<file path="src/rtl/tron_pkg.sv">
// Shared types and constants for the tron plot path: coordinate widths, arena bounds,
// scheduler/border-walker encodings and requester IDs.
package tron_pkg;

  localparam int unsigned X_W = 8;
  localparam int unsigned Y_W = 7;
  localparam int unsigned C_W = 3;

  localparam int unsigned BX0_DEF  = 10;
  localparam int unsigned BX1_DEF  = 149;
  localparam int unsigned BY0_DEF  = 17;
  localparam int unsigned BY1_DEF  = 108;
  localparam int unsigned XMAX_DEF = 159;
  localparam int unsigned YMAX_DEF = 119;

  localparam logic [C_W-1:0] BORDER_COLOUR_DEF = 3'b111;

  typedef enum logic {StServe, StBorder} sched_state_e;

  typedef enum logic [1:0] {PhTop, PhBottom, PhLeft, PhRight} border_phase_e;

  typedef enum logic {ReqP1, ReqP2} req_id_e;

  function automatic logic in_arena(logic [X_W-1:0] x, logic [Y_W-1:0] y,
                                    int unsigned xmax, int unsigned ymax);
    return (32'(x) <= xmax) && (32'(y) <= ymax);
  endfunction

endpackage

</file>
<file path="src/rtl/border_walker.sv">
// Walks the arena perimeter one pixel per cycle: top row, bottom row, left column, right
// column. Pixel 0 is emitted by the scheduler itself, so start loads pixel 1.
module border_walker
  import tron_pkg::*;
#(
  parameter int unsigned BX0 = BX0_DEF,
  parameter int unsigned BX1 = BX1_DEF,
  parameter int unsigned BY0 = BY0_DEF,
  parameter int unsigned BY1 = BY1_DEF
) (
  input  logic           clk_i,
  input  logic           rst_i,
  input  logic           start_i,
  output logic [X_W-1:0] x_o,
  output logic [Y_W-1:0] y_o,
  output logic           valid_o,
  output logic           last_o
);

  localparam logic [X_W-1:0] XLo     = X_W'(BX0);
  localparam logic [X_W-1:0] XHi     = X_W'(BX1);
  localparam logic [Y_W-1:0] YLo     = Y_W'(BY0);
  localparam logic [Y_W-1:0] YHi     = Y_W'(BY1);
  localparam logic [Y_W-1:0] YSideLo = Y_W'(BY0 + 1);
  localparam logic [Y_W-1:0] YSideHi = Y_W'(BY1 - 1);

  border_phase_e  phase_q, phase_d;
  logic [X_W-1:0] x_q, x_d;
  logic [Y_W-1:0] y_q, y_d;
  logic           active_q, active_d;

  assign x_o     = x_q;
  assign y_o     = y_q;
  assign valid_o = active_q;
  assign last_o  = active_q && (phase_q == PhRight) && (y_q == YSideHi);

  always_comb begin
    phase_d  = phase_q;
    x_d      = x_q;
    y_d      = y_q;
    active_d = active_q;
    if (start_i) begin
      phase_d  = PhTop;
      x_d      = XLo + X_W'(1);
      y_d      = YLo;
      active_d = 1'b1;
    end else if (active_q) begin
      unique case (phase_q)
        PhTop: begin
          if (x_q == XHi) begin
            phase_d = PhBottom;
            x_d     = XLo;
            y_d     = YHi;
          end else begin
            x_d = x_q + X_W'(1);
          end
        end
        PhBottom: begin
          if (x_q == XHi) begin
            phase_d = PhLeft;
            x_d     = XLo;
            y_d     = YSideLo;
          end else begin
            x_d = x_q + X_W'(1);
          end
        end
        PhLeft: begin
          if (y_q == YSideHi) begin
            phase_d = PhRight;
            x_d     = XHi;
            y_d     = YSideLo;
          end else begin
            y_d = y_q + Y_W'(1);
          end
        end
        PhRight: begin
          if (y_q == YSideHi) begin
            active_d = 1'b0;
          end else begin
            y_d = y_q + Y_W'(1);
          end
        end
      endcase
    end
  end

  always_ff @(posedge clk_i or posedge rst_i) begin
    if (rst_i) begin
      phase_q  <= PhTop;
      x_q      <= '0;
      y_q      <= '0;
      active_q <= 1'b0;
    end else begin
      phase_q  <= phase_d;
      x_q      <= x_d;
      y_q      <= y_d;
      active_q <= active_d;
    end
  end

endmodule

</file>
<file path="src/rtl/vga_plot_scheduler.sv">
// Owns the VGA pixel-write port: round-robin service of two tron requesters, with a
// border-draw mode that stalls players while the perimeter is painted.
module vga_plot_scheduler
  import tron_pkg::*;
#(
  parameter int unsigned     BX0           = BX0_DEF,
  parameter int unsigned     BX1           = BX1_DEF,
  parameter int unsigned     BY0           = BY0_DEF,
  parameter int unsigned     BY1           = BY1_DEF,
  parameter logic [C_W-1:0]  BORDER_COLOUR = BORDER_COLOUR_DEF,
  parameter int unsigned     XMAX          = XMAX_DEF,
  parameter int unsigned     YMAX          = YMAX_DEF
) (
  input  logic           clk_i,
  input  logic           reset_i,
  input  logic           border_start_i,
  output logic           border_busy_o,
  output logic           border_done_o,
  input  logic           p1_req_i,
  input  logic [X_W-1:0] p1_x_i,
  input  logic [Y_W-1:0] p1_y_i,
  input  logic [C_W-1:0] p1_colour_i,
  output logic           p1_ack_o,
  input  logic           p2_req_i,
  input  logic [X_W-1:0] p2_x_i,
  input  logic [Y_W-1:0] p2_y_i,
  input  logic [C_W-1:0] p2_colour_i,
  output logic           p2_ack_o,
  output logic           plot_o,
  output logic [X_W-1:0] x_o,
  output logic [Y_W-1:0] y_o,
  output logic [C_W-1:0] colour_o,
  output logic           oob_err_o
);

  sched_state_e   state_q, state_d;
  req_id_e        last_q, last_d;
  logic           plot_q, plot_d;
  logic [X_W-1:0] x_q, x_d;
  logic [Y_W-1:0] y_q, y_d;
  logic [C_W-1:0] colour_q, colour_d;
  logic           p1_ack_q, p1_ack_d;
  logic           p2_ack_q, p2_ack_d;
  logic           busy_q, busy_d;
  logic           done_q, done_d;
  logic           oob_q, oob_d;

  logic           walk_start;
  logic [X_W-1:0] walk_x;
  logic [Y_W-1:0] walk_y;
  logic           walk_valid;
  logic           walk_last;

  border_walker #(
    .BX0 (BX0),
    .BX1 (BX1),
    .BY0 (BY0),
    .BY1 (BY1)
  ) u_walker (
    .clk_i   (clk_i),
    .rst_i   (reset_i),
    .start_i (walk_start),
    .x_o     (walk_x),
    .y_o     (walk_y),
    .valid_o (walk_valid),
    .last_o  (walk_last)
  );

  // A requester whose ack is currently high is still dropping req; don't grant it again.
  logic           elig1, elig2;
  req_id_e        gnt_id;
  logic [X_W-1:0] gnt_x;
  logic [Y_W-1:0] gnt_y;
  logic [C_W-1:0] gnt_c;

  assign elig1 = p1_req_i & ~p1_ack_q;
  assign elig2 = p2_req_i & ~p2_ack_q;

  always_comb begin
    if (elig1 && elig2) begin
      gnt_id = (last_q == ReqP2) ? ReqP1 : ReqP2;
    end else begin
      gnt_id = elig1 ? ReqP1 : ReqP2;
    end
    gnt_x = (gnt_id == ReqP2) ? p2_x_i : p1_x_i;
    gnt_y = (gnt_id == ReqP2) ? p2_y_i : p1_y_i;
    gnt_c = (gnt_id == ReqP2) ? p2_colour_i : p1_colour_i;
  end

  always_comb begin
    state_d    = state_q;
    last_d     = last_q;
    plot_d     = 1'b0;
    x_d        = x_q;
    y_d        = y_q;
    colour_d   = colour_q;
    p1_ack_d   = 1'b0;
    p2_ack_d   = 1'b0;
    busy_d     = 1'b0;
    done_d     = 1'b0;
    oob_d      = oob_q;
    walk_start = 1'b0;
    unique case (state_q)
      StServe: begin
        if (border_start_i) begin
          // First perimeter pixel goes out directly; the walker resumes from pixel 1.
          state_d    = StBorder;
          walk_start = 1'b1;
          plot_d     = 1'b1;
          x_d        = X_W'(BX0);
          y_d        = Y_W'(BY0);
          colour_d   = BORDER_COLOUR;
          busy_d     = 1'b1;
        end else if (elig1 || elig2) begin
          last_d   = gnt_id;
          p1_ack_d = (gnt_id == ReqP1);
          p2_ack_d = (gnt_id == ReqP2);
          if (in_arena(gnt_x, gnt_y, XMAX, YMAX)) begin
            plot_d   = 1'b1;
            x_d      = gnt_x;
            y_d      = gnt_y;
            colour_d = gnt_c;
          end else begin
            oob_d = 1'b1;
          end
        end
      end
      StBorder: begin
        if (walk_valid) begin
          plot_d   = 1'b1;
          x_d      = walk_x;
          y_d      = walk_y;
          colour_d = BORDER_COLOUR;
          busy_d   = 1'b1;
        end else begin
          done_d  = 1'b1;
          state_d = StServe;
        end
      end
    endcase
  end

  always_ff @(posedge clk_i or posedge reset_i) begin
    if (reset_i) begin
      state_q  <= StServe;
      last_q   <= ReqP2;
      plot_q   <= 1'b0;
      x_q      <= '0;
      y_q      <= '0;
      colour_q <= '0;
      p1_ack_q <= 1'b0;
      p2_ack_q <= 1'b0;
      busy_q   <= 1'b0;
      done_q   <= 1'b0;
      oob_q    <= 1'b0;
    end else begin
      state_q  <= state_d;
      last_q   <= last_d;
      plot_q   <= plot_d;
      x_q      <= x_d;
      y_q      <= y_d;
      colour_q <= colour_d;
      p1_ack_q <= p1_ack_d;
      p2_ack_q <= p2_ack_d;
      busy_q   <= busy_d;
      done_q   <= done_d;
      oob_q    <= oob_d;
    end
  end

  assign plot_o        = plot_q;
  assign x_o           = x_q;
  assign y_o           = y_q;
  assign colour_o      = colour_q;
  assign p1_ack_o      = p1_ack_q;
  assign p2_ack_o      = p2_ack_q;
  assign border_busy_o = busy_q;
  assign border_done_o = done_q;
  assign oob_err_o     = oob_q;

  // walk_last is implied by walk_valid dropping; kept for observability.
  logic unused_walk_last;
  assign unused_walk_last = walk_last;

endmodule

</file>
<file path="config.mk">
export PLATFORM = sky130hd
export DESIGN_NAME = vga_plot_scheduler
export DESIGN_NICKNAME = d
export VERILOG_FILES = /design/src/rtl/tron_pkg.sv /design/src/rtl/border_walker.sv /design/src/rtl/vga_plot_scheduler.sv
export SDC_FILE = /design/constraint.sdc
export NUM_CORES = 1
export LEC_CHECK = 0
export BUFFER_PORTS_ARGS = -buffer_cell sky130_fd_sc_hd__buf_2
export CAP_MARGIN = 20
export CORE_MARGIN = 1
export CORE_UTILIZATION = 44
export CTS_CLUSTER_SIZE = 8
export DETAILED_ROUTE_END_ITERATION = 8
export GPL_TIMING_DRIVEN = 1
export HOLD_SLACK_MARGIN = 0.12
export PLACE_DENSITY_LB_ADDON = 0.08
export SYNTH_ARGS = -nofsm -noshare
export SYNTH_HDL_FRONTEND = slang
export SYNTH_SLANG_ARGS = --single-unit
</file>
<file path="constraint.sdc">
create_clock -name clk_i -period 2.96 [get_ports clk_i]
set_input_delay 0.444 -clock clk_i [delete_from_list [all_inputs] [get_ports clk_i]]
set_output_delay 0.444 -clock clk_i [all_outputs]
set_load 0.005 [all_outputs]
</file>
==> results.sh <==
export IMPL_synthesis_instances=284
export IMPL_detail_route_drc_violations=0
export IMPL_global_route_peak_usage_layer="met2"
export IMPL_worst_slew_pin_slew_ps=965.5
export IMPL_drive_gt1_frac=0.2636
export IMPL_antenna_violating_nets_post_route=0
export IMPL_worst_path_dominant_cell_family="compound AO/OA/AOI/OAI gates"
export IMPL_routed_via_count=2339
export IMPL_grt_start_max_net_pins=25
export IMPL_worstPathBufferInverterCount=1
export IMPL_port_buffers=64
export IMPL_hold_path_class="in -> async"
export IMPL_tritoncts_clock_tree="built"
export IMPL_detail_routed_via_count_per_cell=5.556
export IMPL_hold_worst_slack_ps=366.7
export IMPL_rsz0062_at_grt="false"
export IMPL_totalNegativeSetupSlack_ps=0
export IMPL_grt_antenna_before_repair=0
export IMPL_run_status="finished, final reports clean"
export IMPL_area_delta_synth_final_pct=18.75
export IMPL_report_final_setup_viol=0
export IMPL_dr_pass1_iters=6
export IMPL_cp_data_arrival_time_ps=2460
export IMPL_ws_path_type="reg -> reg"
export IMPL_core_area_sq_um=5540
export IMPL_postCtsSetupRepairBufs=0
export IMPL_clk_path_buf_depth=2
export IMPL_synthesis_yosys_warnings=0
export IMPL_number_of_diodes_added_for_antenna_fixing=0
export IMPL_mappedNetlistArea_sq_um=2542
export IMPL_regArea_sq_um=1077
export IMPL_drt_first_iter_violations=105
export IMPL_synth_enable_flop_cells=0
export IMPL_slew_headroom=0.3556
export IMPL_max_clock_freq_mhz=444.5
export IMPL_grtUsageMet2=0.3690
export IMPL_timing_hold_violations_final=0
export IMPL_hpwlAfterDp_um=4776
export IMPL_layout_common_cells="buf_2, dfrtp_1, nor2_1"
export IMPL_worst_endpoint_required_ps=3170
export IMPL_setup_worst_path_end_class="flop"
export IMPL_wire_per_inst_um=15.30
export IMPL_cts_root_buf="clkbuf_8"
export IMPL_fin_worst_skew_ps=10.43
export IMPL_synth_async_sr_flop_share=1.000
export IMPL_first_pass_grt_wire_length_um=10520
export IMPL_worst_setup_hold_path_clk_slew_ps=80
export IMPL_multi_input_area_sq_um=1384
export IMPL_post_cts_hold_buffer_count=0
export IMPL_nFillCells=556
export IMPL_worstPathMaxFanout=14
export IMPL_count_of_h_tree_levels_built_during_cts=2
export IMPL_power_per_cell_area_nw_per_um2=954.0
export IMPL_cts_inserted_buffers=5
export IMPL_globalRouteOverflowTotal=0
export IMPL_leakagePower_uw=0.001412
export IMPL_i_o_pin_total=65
export IMPL_syn_num_nets=333
export IMPL_finalCriticalPeriod_ps=2250
export IMPL_design_final_nets=397
export IMPL_cp_slowest_cell="ha_1"
export IMPL_tritoncts_num_sinks=43
export IMPL_synth_yosys_seq_area_share=0.4237
export IMPL_mostFrequentLayoutCell="buf_2"
export IMPL_synth_seq_cells=43
export IMPL_path_cells="inv_1 > ha_1 > nor2_1 > a41oi_1 > a31oi_1 > or2_0 > a21oi_1"
export IMPL_drv_max_cap_violation_count=0
export IMPL_peakVddDrop_uv=403.5
export IMPL_grtUsageTotal=0.2217
export IMPL_syn_mean_instance_area_sq_um=8.952
export IMPL_critPathLaunchType="flop"
export IMPL_crit_path_max_incr_delay_ps=450
export IMPL_floorplan_initialDensity=0.4589
export IMPL_worst_skew_pair_late_latency_ps=290
export IMPL_globalplace_congestion=0.7961
export IMPL_fin_total_pwr_uw=2880
export IMPL_vias_in_the_first_global_route=2206
export IMPL_placement_rows=27
export IMPL_floorplan_die_width_um=78.02
export IMPL_groute_layer_met1_usage=0.3008
export IMPL_final_period_utilization=0.7601
export IMPL_floorplan_die_area_sq_um=6086
export IMPL_groute_layer_met3_usage=0.04186
export IMPL_postRouteWirelength_um=6443
export IMPL_final_count_of_pins_violating_max_slew=0
export IMPL_synth_top_flop_cell="dfrtp_1"
export IMPL_quantity_of_gates_resized_following_cts=0
export IMPL_yosysUniqueCellTypes=52
export IMPL_dieHeight_um=78.02
## cells in the mapped netlist, types with 3 or more instances
cell type   n  area, sq um
and3_1      6        37.54
mux2_2     10        112.6
o22ai_1     3        18.77
o21ai_0    17        85.08
nor2b_1    10        62.56
nor2_1     27        101.4
or2_2       4        25.02
ha_1        8        100.1
dfrtp_1    42         1051
inv_1       8        30.03
nand2b_1    4        25.02
o31ai_1     3        22.52
nand4_1     4        25.02
mux2i_1     4        40.04
nand3_1    18        90.09
a32oi_1     5        43.79
clkbuf_1    8        30.03
a2bb2oi_1   4        35.03
nor3_1     16        80.08
a21oi_1    15        75.07
a31oi_1     8        50.05
nand2_1    26        97.59
## worst reg2reg max path, stage by stage (launching register included)
cell	delay, ps
dfrtp_1	430
inv_1	120
ha_1	450
nor2_1	250
a41oi_1	450
a31oi_1	140
or2_0	210
a21oi_1	130
## routing by layer
layer	vias to the layer above	routed length, um
li1	1168	-
met1	1114	3126
met2	53	3017
met3	4	261
met4	0	38
met5	-	0
## state kept, by name, indices dropped and copies added, names as in the netlist
| signal | flops |
|---|---|
| oob_err_o | 1 |
| border_done_o | 1 |
| p1_ack_o | 1 |
| u_walker.y_o | 7 |
| u_walker.valid_o | 1 |
| plot_o | 1 |
| y_o | 7 |
| border_busy_o | 1 |
| last_q | 1 |
| u_walker.phase_q | 2 |
| x_o | 8 |
| p2_ack_o | 1 |
| colour_o | 3 |
| u_walker.x_o | 8 |
## path summary, 6_finish.rpt
| path | end | slack (ps) | cells past startpoint | start |
|---|---|---|---|---|
| worst max register to register | u_walker.y_o[2] | 710 | 7 | u_walker.phase_q[0] |
| worst min-delay path | colour_o[2] | 370 | 2 | reset_i |
| max in group asynchronous | y_o[6] | 1870 | 3 | reset_i |
| worst min register to register | oob_err_o | 480 | 1 | oob_err_o |
| min in group clk_i | colour_o[2] | 460 | 3 | p2_colour_i[2] |
| worst max-delay path | u_walker.y_o[2] | 710 | 7 | u_walker.phase_q[0] |
## power breakdown
part / total, uW / leakage [uW] / switching (uW) / internal (uW)
logic: 1460 / 0.000859 / 806 / 651
clock network: 357 / 0.0000395 / 189 / 168
registers: 1070 / 0.000514 / 234 / 832
## layout make-up
| cell class | count | share of cell area |
|---|---|---|
| Clock buffer | 8 | 0.02652 |
| Inverter | 8 | 0.009946 |
| Multi-Input combinational cell | 221 | 0.4584 |
| Sequential cell | 43 | 0.3568 |
| Tap cell | 72 | 0.02984 |
| Timing Repair Buffer | 69 | 0.1185 |
## per-stage QoR
stage / setup WS, ps / cells / cell area [sq um] / util
after floorplan: 1130 / 284 / 2542 / -
after global placement: 659.2 / 413 / 2939 / 0.5305
after detailed placement: 606.9 / 413 / 2939 / 0.5305
after CTS: 726.0 / 421 / 3019 / 0.5449
after global routing: 505.0 / 421 / 3019 / 0.5449
final: 710.1 / 421 / 3019 / 0.5449
## logic make-up (layout without fill, tap and decap cells)
| kind of cell | count (synthesis) | in the layout | synth area share |
|---|---|---|---|
| flip-flops | 43 | 43 | 0.4237 |
| XOR/XNOR | 1 | 1 | 0.003446 |
| multiplexers | 14 | 14 | 0.06004 |
| adder cells (fa/ha/maj) | 8 | 8 | 0.03937 |
| AND/OR/NAND/NOR | 125 | 125 | 0.2490 |
| buffers and inverters | 20 | 85 | 0.03199 |
| AO/OA/AOI/OAI | 73 | 73 | 0.1924 |
No activity file was read; power rests on OpenSTA's default activity.
